### src/rtl/dmem_arb_pkg.sv
// Shared types and constants for the scalar data-memory arbiter.
package dmem_arb_pkg;

    localparam int unsigned DMEM_XLEN = 32;

    localparam logic [1:0] SZ_BYTE = 2'b00;
    localparam logic [1:0] SZ_HALF = 2'b01;
    localparam logic [1:0] SZ_WORD = 2'b10;

    typedef enum logic [1:0] {
        IDLE   = 2'd0,
        ACCESS = 2'd1,
        RESP   = 2'd2
    } arb_state_e;

    typedef struct packed {
        logic                 we;
        logic [1:0]           size;
        logic                 lock;
        logic [DMEM_XLEN-1:0] addr;
        logic [DMEM_XLEN-1:0] wdata;
        logic                 err;
        logic                 port;
    } dmem_req_t;

    // Number of bytes touched by a normalised access size.
    function automatic logic [2:0] size_bytes(input logic [1:0] size);
        case (size)
            SZ_BYTE: size_bytes = 3'd1;
            SZ_HALF: size_bytes = 3'd2;
            default: size_bytes = 3'd4;
        endcase
    endfunction

endpackage

### src/rtl/dmem_rr_pick.sv
// Two-way round-robin picker; a lock restricts eligibility to the owner.
module dmem_rr_pick (
    input  logic [1:0] valid_i,
    input  logic       last_i,
    input  logic       lock_owner_i,
    input  logic       lock_active_i,
    output logic [1:0] grant_o
);

    logic [1:0] elig;

    always_comb begin
        elig = valid_i;
        if (lock_active_i) begin
            elig = valid_i & (lock_owner_i ? 2'b10 : 2'b01);
        end
        grant_o = elig;
        // On a tie the port not served last wins.
        if (elig == 2'b11) begin
            grant_o = last_i ? 2'b01 : 2'b10;
        end
    end

endmodule

### src/rtl/dmem_arbiter.sv
// Shares the single data-memory port between the scalar LSU (port 0) and
// vector LSU (port 1): round-robin with bounded lock, checked accesses.
module dmem_arbiter
    import dmem_arb_pkg::*;
#(
    parameter int unsigned DATA_WIDTH = 32,
    parameter int unsigned MEM_SIZE   = 1024,
    parameter int unsigned LOCK_MAX   = 8
) (
    input  logic                       clk,
    input  logic                       rst_n,
    input  logic [1:0]                 req_valid_i,
    output logic [1:0]                 req_ready_o,
    input  logic [1:0]                 req_we_i,
    input  logic [1:0][1:0]            req_size_i,
    input  logic [1:0]                 req_lock_i,
    input  logic [1:0][DATA_WIDTH-1:0] req_addr_i,
    input  logic [1:0][DATA_WIDTH-1:0] req_wdata_i,
    output logic [1:0]                 rsp_valid_o,
    output logic [1:0]                 rsp_err_o,
    output logic [1:0][DATA_WIDTH-1:0] rsp_rdata_o,
    output logic                       mem_read_o,
    output logic                       mem_write_o,
    output logic [1:0]                 mem_size_o,
    output logic [DATA_WIDTH-1:0]      mem_addr_o,
    output logic [DATA_WIDTH-1:0]      mem_wdata_o,
    input  logic [DATA_WIDTH-1:0]      mem_rdata_i
);

    localparam int unsigned CNT_W = $clog2(LOCK_MAX + 1);
    localparam int unsigned EXT_W = DATA_WIDTH + 1;

    arb_state_e                 state_q, state_d;
    dmem_req_t                  req_q, req_d;
    logic                       last_q, last_d;
    logic                       lock_act_q, lock_act_d;
    logic                       lock_own_q, lock_own_d;
    logic [CNT_W-1:0]           lock_cnt_q, lock_cnt_d;
    logic [1:0]                 rsp_valid_q, rsp_valid_d;
    logic [1:0]                 rsp_err_q, rsp_err_d;
    logic [1:0][DATA_WIDTH-1:0] rsp_rdata_q, rsp_rdata_d;

    logic [1:0]            grant;
    logic                  can_accept;
    logic                  accept;
    logic                  sel;
    logic [1:0]            size_n;
    logic [DATA_WIDTH-1:0] addr_sel;
    logic [EXT_W-1:0]      end_addr;
    logic                  misalign;
    logic                  out_of_range;
    logic [CNT_W-1:0]      cnt_inc;
    logic                  in_access;
    logic                  mem_go;

    dmem_rr_pick u_pick (
        .valid_i       (req_valid_i),
        .last_i        (last_q),
        .lock_owner_i  (lock_own_q),
        .lock_active_i (lock_act_q),
        .grant_o       (grant)
    );

    assign can_accept  = (state_q == IDLE) || (state_q == RESP);
    assign req_ready_o = can_accept ? grant : 2'b00;
    assign accept      = |req_ready_o;
    assign sel         = grant[1];

    // Alignment and range check on the winning request; size 11 aliases word.
    assign addr_sel     = req_addr_i[sel];
    assign size_n       = (req_size_i[sel] == 2'b11) ? SZ_WORD : req_size_i[sel];
    assign misalign     = ((size_n == SZ_HALF) && addr_sel[0]) ||
                          ((size_n == SZ_WORD) && (addr_sel[1:0] != 2'b00));
    assign end_addr     = EXT_W'(addr_sel) + EXT_W'(size_bytes(size_n));
    assign out_of_range = end_addr > EXT_W'(MEM_SIZE);
    assign cnt_inc      = lock_cnt_q + CNT_W'(1);

    // Pointer and lock are committed in ACCESS from the registered request;
    // the next arbitration is never earlier than RESP, so this is equivalent
    // to updating on the handshake itself.
    always_comb begin
        state_d     = state_q;
        req_d       = req_q;
        last_d      = last_q;
        lock_act_d  = lock_act_q;
        lock_own_d  = lock_own_q;
        lock_cnt_d  = lock_cnt_q;
        rsp_valid_d = '0;
        rsp_err_d   = '0;
        rsp_rdata_d = '0;

        case (state_q)
            IDLE: begin
                if (accept) state_d = ACCESS;
            end
            ACCESS: begin
                state_d = RESP;
                last_d  = req_q.port;
                if (req_q.lock && (cnt_inc != CNT_W'(LOCK_MAX))) begin
                    lock_act_d = 1'b1;
                    lock_own_d = req_q.port;
                    lock_cnt_d = cnt_inc;
                end else begin
                    lock_act_d = 1'b0;
                    lock_cnt_d = '0;
                end
                rsp_valid_d[req_q.port] = 1'b1;
                rsp_err_d[req_q.port]   = req_q.err;
                if (!req_q.err && !req_q.we) begin
                    rsp_rdata_d[req_q.port] = mem_rdata_i;
                end
            end
            RESP: begin
                state_d = accept ? ACCESS : IDLE;
            end
            default: state_d = IDLE;
        endcase

        if (accept) begin
            req_d = '{we:    req_we_i[sel],
                      size:  size_n,
                      lock:  req_lock_i[sel],
                      addr:  DMEM_XLEN'(addr_sel),
                      wdata: DMEM_XLEN'(req_wdata_i[sel]),
                      err:   misalign | out_of_range,
                      port:  sel};
        end
    end

    always_ff @(posedge clk or negedge rst_n) begin
        if (!rst_n) begin
            state_q     <= IDLE;
            req_q       <= '0;
            last_q      <= 1'b1;
            lock_act_q  <= 1'b0;
            lock_own_q  <= 1'b0;
            lock_cnt_q  <= '0;
            rsp_valid_q <= '0;
            rsp_err_q   <= '0;
            rsp_rdata_q <= '0;
        end else begin
            state_q     <= state_d;
            req_q       <= req_d;
            last_q      <= last_d;
            lock_act_q  <= lock_act_d;
            lock_own_q  <= lock_own_d;
            lock_cnt_q  <= lock_cnt_d;
            rsp_valid_q <= rsp_valid_d;
            rsp_err_q   <= rsp_err_d;
            rsp_rdata_q <= rsp_rdata_d;
        end
    end

    // Memory port is a decode of registered state; quiet outside ACCESS.
    assign in_access   = (state_q == ACCESS);
    assign mem_go      = in_access && !req_q.err;
    assign mem_read_o  = mem_go && !req_q.we;
    assign mem_write_o = mem_go && req_q.we;
    assign mem_size_o  = in_access ? req_q.size : 2'b00;
    assign mem_addr_o  = in_access ? DATA_WIDTH'(req_q.addr) : '0;
    assign mem_wdata_o = in_access ? DATA_WIDTH'(req_q.wdata) : '0;

    assign rsp_valid_o = rsp_valid_q;
    assign rsp_err_o   = rsp_err_q;
    assign rsp_rdata_o = rsp_rdata_q;

endmodule

### config.mk
export PLATFORM = sky130hd
export DESIGN_NAME = dmem_arbiter
export DESIGN_NICKNAME = d
export VERILOG_FILES = /design/src/rtl/dmem_arb_pkg.sv /design/src/rtl/dmem_rr_pick.sv /design/src/rtl/dmem_arbiter.sv
export SDC_FILE = /design/constraint.sdc
export NUM_CORES = 1
export LEC_CHECK = 0
export ABC_CLOCK_PERIOD_IN_PS = 12300
export BUFFER_PORTS_ARGS = -buffer_cell sky130_fd_sc_hd__buf_2
export CORE_ASPECT_RATIO = 0.6
export CORE_MARGIN = 5
export CORE_UTILIZATION = 53
export CTS_CLUSTER_DIAMETER = 60
export DETAILED_ROUTE_END_ITERATION = 8
export GPL_TIMING_DRIVEN = 0
export HOLD_SLACK_MARGIN = 0.15
export PLACE_DENSITY = 0.95
export SYNTH_ARGS = -nofsm -noshare
export SYNTH_HDL_FRONTEND = slang
export SYNTH_SLANG_ARGS = --single-unit
export TNS_END_PERCENT = 30
### constraint.sdc
create_clock -name clk -period 12.3 [get_ports clk]
set_input_delay 0.615 -clock clk [delete_from_list [all_inputs] [get_ports clk]]
set_output_delay 0.615 -clock clk [all_outputs]
set_load 0.1 [all_outputs]
==> results of run 1 <==
==> power by group through the flow <==
stage | Sequential [W] | Clock, W | Combinational, W
floorplan | 0.000714 | 0 | 0.00128
global placement | 0.000693 | 0 | 0.00164
detailed placement | 0.000701 | 0 | 0.00167
CTS | 0.000693 | 0.000528 | 0.00167
global route | 0.000710 | 0.000550 | 0.00177
finish | 0.000696 | 0.000523 | 0.00168
==> area by class of cell <==
cell class                 instances  area share, %
inverter                          12          0.442
clock inverter                    14           1.57
tap                              198           2.43
buffer                            58           2.27
multi-input combinational        652           37.5
clock buffer                      18           4.31
timing repair buffer             308           15.4
sequential                       147           36.1
==> cell families (layout without fill, tap and decap cells) <==
| family | count (synthesis) | count (layout) | share of synthesized area, % |
|---|---|---|---|
| simple gates | 454 | 454 | 29.7 |
| fa+ha+maj | 6 | 6 | 0.900 |
| xor+xnor | 18 | 18 | 2.03 |
| flops | 147 | 147 | 47.3 |
| compound gates | 141 | 141 | 12.1 |
| mux | 33 | 33 | 4.44 |
| buf+inv | 70 | 410 | 3.55 |
==> final timing paths <==
kind	start	to	slack, ns
max	lock_act_q	req_q[1]	6.36
min	rst_n	req_q[46]	0.22
max reg2reg	lock_act_q	req_q[1]	6.36
min reg2reg	req_q[36]	req_q[36]	0.51
max in group asynchronous	rst_n	state_q[1]	11.25
min in group clk	mem_rdata_i[7]	rsp_rdata_o[7]	0.43
==> metrics by stage <==
step           std cells  cell area (um2)  power, W  util (%)  hold slack, ns
2_1_floorplan        869             7780   0.00199         -           0.319
3_3_place_gp        1374             9570   0.00233      66.3           0.482
3_5_place_dp        1375             9600   0.00237      66.6           0.493
4_1_cts             1407            10200   0.00289      70.7           0.273
5_1_grt             1407            10200   0.00303      70.7           0.295
6_report            1407            10200   0.00290      70.7           0.221
==> critical path, cell delays in order (launching register included) <==
cell	delay (ns)
dfrtp_1	0.42
and3b_4	0.25
nor3_2	0.30
buf_2	0.30
buf_2	0.31
buf_2	0.32
clkbuf_1	0.57
clkbuf_1	0.39
nand2_1	0.08
o21ai_0	0.10
ha_1	0.25
nor2_1	0.07
a211oi_1	0.56
nand3_1	0.41
a2111oi_0	0.60
xnor2_1	0.18
nand4_1	0.10
a221oi_1	0.40
a31oi_1	0.17
==> sequential cells by signal (all words and copies together) (netlist names) <==
register / flops
req_q: 70
last_q: 1
lock_own_q: 1
lock_act_q: 1
state_q: 2
rsp_rdata_o: 64
rsp_err_o: 2
rsp_valid_o: 2
lock_cnt_q: 4
==> metal layers <==
metal	global-route usage, %	wire [um]
met2	47.2	12300
met3	11.2	3300
met1	45.1	12000
met4	7.18	654
met5	0	41
==> layout by cell type, fill, tap and decap left out, drive strengths merged, types with 12 or more instances in the layout <==
cell type,netlist,final
dfrtp,146,146
nand2,130,130
and2,69,69
inv,11,18
nand3,25,25
mux2,12,12
buf,12,320
nor2,85,85
a21oi,26,26
clkbuf,46,64
o21ai,14,14
a31oi,59,59
nand4,13,13
mux2i,21,21
and3,75,75
==> metrics.cfg, run 1 <==
[final_layout]
drive_above_1_share_pct = 30.9
fill_cells = 1137
area_delta_synth_final_pct = 31.1
multi_input_area_um2 = 3830
seq_area_um2 = 3680
antennaDiodeCount = 0
fin_nets = 1372

[power]
ir_worst_vdd_v = 0.000235
p_per_area_nw_per_um2 = 284
p_comb_share_pct = 58.0
clkPwrFrac_pct = 18.0
p_leak_nw = 5.36
sw_frac_of_total_pct = 56.7
power_switching_w = 0.00164
internal-power_w = 0.00126
pwr-share-seq_pct = 24.0

[synthesis]
synth_edf_count = 0
ys_ff_latch = 147
synth.most_common_cell = dfrtp_1
yosysWarnings = 0
yosys.area.top_type = dfrtp_1
netlist.area_leader.share_pct = 46.9
synthTopCellsByCount = dfrtp_1, nand2_1, nor2_1
yosysSeqAreaShare_pct = 47.3
synthesis.nets = 1045
yosysUniqueCellTypes = 64
yosys-top-cells-area = dfrtp_1, nand2_1, and3_1, and2_1, a31oi_1
synthFlopType = dfrtp_1
synthArstFlopShare_pct = 100
syn_area_per_cell_um2 = 8.96
syn_inst = 869
synth_area_um2 = 7780

[setup_path]
reg2regPathDepth = 18
start_kind = flip-flop
crit_type = flip-flop to flip-flop
cp-end-kind = flip-flop
cp.required_ns = 12.56
worstPathArrival_ns = 6.20
critPathMaxFanout = 10

[sta]
fin_worst_skew_ns = 0.0160
maxSlewHeadroom_pct = 36.8
rsz0062_at_grt = false
tightestPinTransition_ns = 0.941
fin_crit_sh_pct = 48.3
max_freq_mhz = 168
hold_viol = 0
setup-tns-final_ns = 0
finalMaxSlewViolations = 0
min_period_ns = 5.94
finalSetupViolCount = 0
fin_ws_ns = 6.36

[grt]
grt_use_total_pct = 31.8
gr-total-overflow = 0
grt_pass1_wl_mm = 43.9
grt_start_max_net_pins = 85
antenna_found_initial = 3
grt_pass1_vias = 8043

[floorplanning]
die_x_um = 166
die_area_um2 = 17300
die_h_um = 104
rows = 34
core_um2 = 14400
pin_count = 310
initial_core_util_pct = 54.0

[clock_tree]
ctsResizeCount = 0
holdBufCountCts = 0
clk_latency_ns = 0.41
h-tree-depth = 4
postCtsSetupBuffers = 0
clock-sinks = 147
clk_pin_slew_worst_paths_ns = 0.07
tritoncts = done
root_buffer = clkbuf_16
cts_buffers = 17
clock_path_buffers = 2

[routing]
ant_nets = 0
routedWlPerCell_um = 20.1
drt-initial-drc-count = 1081
detail_route.wirelength_mm = 28.3
firstDrtPassIters = 5
vias_per_cell = 5.90
vias = 8296
drc = 0

[outcome]
status = complete, no violations

[job]
cap_violations = 0

[placement]
gp_congestion = 1.06
dpl.hpwl_mm = 22.3
place_ws_ns = 6.30
io_buffers = 307

[min_path]
min_path_type = primary input to async pin

(Power assumes the default switching activity.)
==> run 2: changes to the inputs <==
- ABC_CLOCK_PERIOD_IN_PS: 12300 -> 5000
- CORE_UTILIZATION: 53 -> 45
- PLACE_DENSITY: 0.95 -> 0.9
- clock period: 12.3 -> 5 ns (I/O delays scaled with it)
==> run 2 against run 1 <==
Net effect:
- the run now ends with negative setup slack left
- combinational power grew to 2.7 times the previous value
- critical path type unchanged
- sequential power grew 150%
- critical path depth shrank 1
- fmax grew 19%
- non-clock buffer count grew 113
- die area grew 16%
- final cell count grew 11%
- via count grew 6.8%
- clock power grew 140%
==> metrics.cfg, run 2 (synthesized netlist as in run 1, its figures left out) <==
[clock_tree]
clk_latency_ns = 0.40  ; about the same
h-tree-depth = 4  ; unchanged
root_buffer = clkbuf_16
clk_pin_slew_worst_paths_ns = 0.07  ; about the same
clock-sinks = 147  ; unchanged
cts_buffers = 17  ; unchanged
tritoncts = done
clock_path_buffers = 2  ; unchanged

[setup_path]
cp-endpoint = req_q[1]
r2r_slack_ns = -0.003  ; -6.36 ns
timing.rr.start = last_q
crit_type = flip-flop to flip-flop
r2r_end = req_q[1]
worstPathArrival_ns = 5.27  ; -0.93 ns
crit_path_start = last_q
cp.required_ns = 5.26  ; -7.30 ns
start_kind = flip-flop
cp-end-kind = flip-flop
reg2regPathDepth = 17  ; -1
critPathMaxFanout = 10  ; unchanged

[floorplanning]
initial_core_util_pct = 45.7  ; -8.3 points
die_h_um = 112  ; +7.7%
pin_count = 310  ; unchanged
die_x_um = 180  ; +8.0%
core_um2 = 17000  ; +18%
rows = 37  ; +8.8%
die_area_um2 = 20100  ; +16%

[final_layout]
fin_nets = 1485  ; +8.2%
largest_reg_flops = 70  ; unchanged
area_delta_synth_final_pct = 46.8
drive_above_1_share_pct = 29.0  ; -1.9 points
final_common_cell = buf_2
top_register = req_q
layout_common_cells = buf_2, dfrtp_1, nand2_1

[routing]
vias_per_cell = 5.69  ; -3.5%
drt-initial-drc-count = 832  ; -23%
vias = 8864  ; +6.8%
drc = 0  ; unchanged
firstDrtPassIters = 7  ; +2
routedWlPerCell_um = 20.6  ; +2.4%
ant_nets = 0  ; unchanged
detail_route.wirelength_mm = 32.1  ; +13%

[sta]
finalSetupViolCount = 1  ; +1
finalMaxSlewViolations = 0  ; unchanged
fin_crit_sh_pct = 100  ; +52 points
setup-tns-final_ns = -0.00333  ; -0.00333 ns
tightestPinTransition_ns = 1.04  ; +0.0997 ns
maxSlewHeadroom_pct = 30.1  ; -6.7 points
max_freq_mhz = 200  ; +19%
min_period_ns = 5.00  ; -0.937 ns
fin_ws_ns = -0.00333  ; -6.36 ns
fin_worst_skew_ns = 0.0149  ; -0.00115 ns
hold_viol = 0  ; unchanged

[power]
power_switching_w = 0.00417  ; +150%
internal-power_w = 0.00339  ; +170%
p_per_area_nw_per_um2 = 661  ; +130%
sw_frac_of_total_pct = 55.2  ; -1.5 points
p_comb_share_pct = 61.0  ; +3.0 points
clkPwrFrac_pct = 16.4  ; -1.6 points
ir_worst_vdd_v = 0.000583  ; +150%
p_leak_nw = 5.82  ; +8.5%
pwr-share-seq_pct = 22.6  ; -1.4 points

[placement]
place_ws_ns = -0.763  ; -7.06 ns
io_buffers = 307  ; unchanged
gp_congestion = 1.01  ; -4.2%
dpl.hpwl_mm = 22.3  ; about the same

[grt]
antenna_found_initial = 2  ; -1
grt_start_max_net_pins = 101  ; +19%
grt_pass1_vias = 8976  ; +12%
grt_use_total_pct = 31.0  ; -0.78 points
gr-total-overflow = 0  ; unchanged
grt_pass1_wl_mm = 49.7  ; +13%

[outcome]
status = finished with violations
violations = negative setup slack

[job]
cap_violations = 0  ; unchanged

[min_path]
min_path_type = primary input to flip-flop
worstHoldStart = req_addr_i[36]

run 2: worst max-delay path, stage by stage, from the launching register on:
cell      delay (ns)
dfstp_2         0.56
nand3b_1        0.21
nand3_1         0.28
clkbuf_4        0.30
clkbuf_4        0.30
clkbuf_4        0.32
nand2_1         0.08
nand2_1         0.18
ha_1            0.20
inv_1           0.10
nor4_2          0.35
a221oi_2        0.20
or4_1           0.53
buf_2           0.19
o31ai_1         0.31
o211ai_1        0.18
nor4_1          0.40
a31oi_1         0.17
run 2: repair_timing:
| item | CTS | global route |
|---|---|---|
| buffers inserted | 0 | 1 |
| hold endpoints to repair | 152 | 0 |
| pin swaps | 0 | 1 |
| gates resized for setup | 11 | 13 |
| hold buffers | 113 | 0 |
| cloned | 0 | 0 |
| endpoints found under the setup margin | 1 | 1 |
run 2: power groups by stage:
stage               clock [W]  sequential [W]  combinational [W]
floorplan                   0         0.00176            0.00315
global placement            0         0.00170            0.00408
detailed placement          0         0.00172            0.00413
CTS                   0.00126         0.00170            0.00449
global route          0.00131         0.00175            0.00483
finish                0.00124         0.00171            0.00461
run 2: stage by stage:
step           util, %  hold WS, ns  instance area (um2)  total power (W)  cells
6_report          67.1        0.165                11400          0.00756   1558
3_5_place_dp      56.6        0.214                 9650          0.00585   1411
3_3_place_gp      56.4        0.483                 9610          0.00578   1410
5_1_grt           67.1        0.165                11400          0.00789   1558
4_1_cts           66.8        0.150                11400          0.00745   1556
2_1_floorplan        -      -0.0456                 7780          0.00490    869
run 2: per-layer routing:
metal / routed length [um] / up-vias / global-route usage [%] / part of all wire (%)
li1: - / 3952 / - / -
met1: 12900 / 4241 / 41.8 / 40
met2: 14200 / 590 / 47.0 / 44
met3: 4220 / 81 / 12.1 / 13
met4: 744 / 0 / 8.37 / 2.3
met5: 0 / - / 0 / 0
run 2: worst min path at each step:
stage / endpoint / slack (ns) / cells after the start
2_1_floorplan: lock_act_q / -0.05 / 0
3_3_place_gp: req_q[52] / 0.48 / 1
3_5_place_dp: rsp_rdata_o[52] / 0.21 / 1
4_1_cts: req_q[38] / 0.15 / 3
5_1_grt: req_q[38] / 0.16 / 3
6_report: req_q[38] / 0.16 / 3
run 2: layout make-up:
cell class | count | area (um2)
Fill cell | 1367 | 5610
Multi-Input combinational cell | 652 | 3880
Sequential cell | 147 | 3680
Timing Repair Buffer | 422 | 2710
Clock buffer | 19 | 443
Tap cell | 234 | 293
Buffer | 57 | 246
Clock inverter | 13 | 126
Inverter | 12 | 45.0
Antenna cell | 2 | 5.00
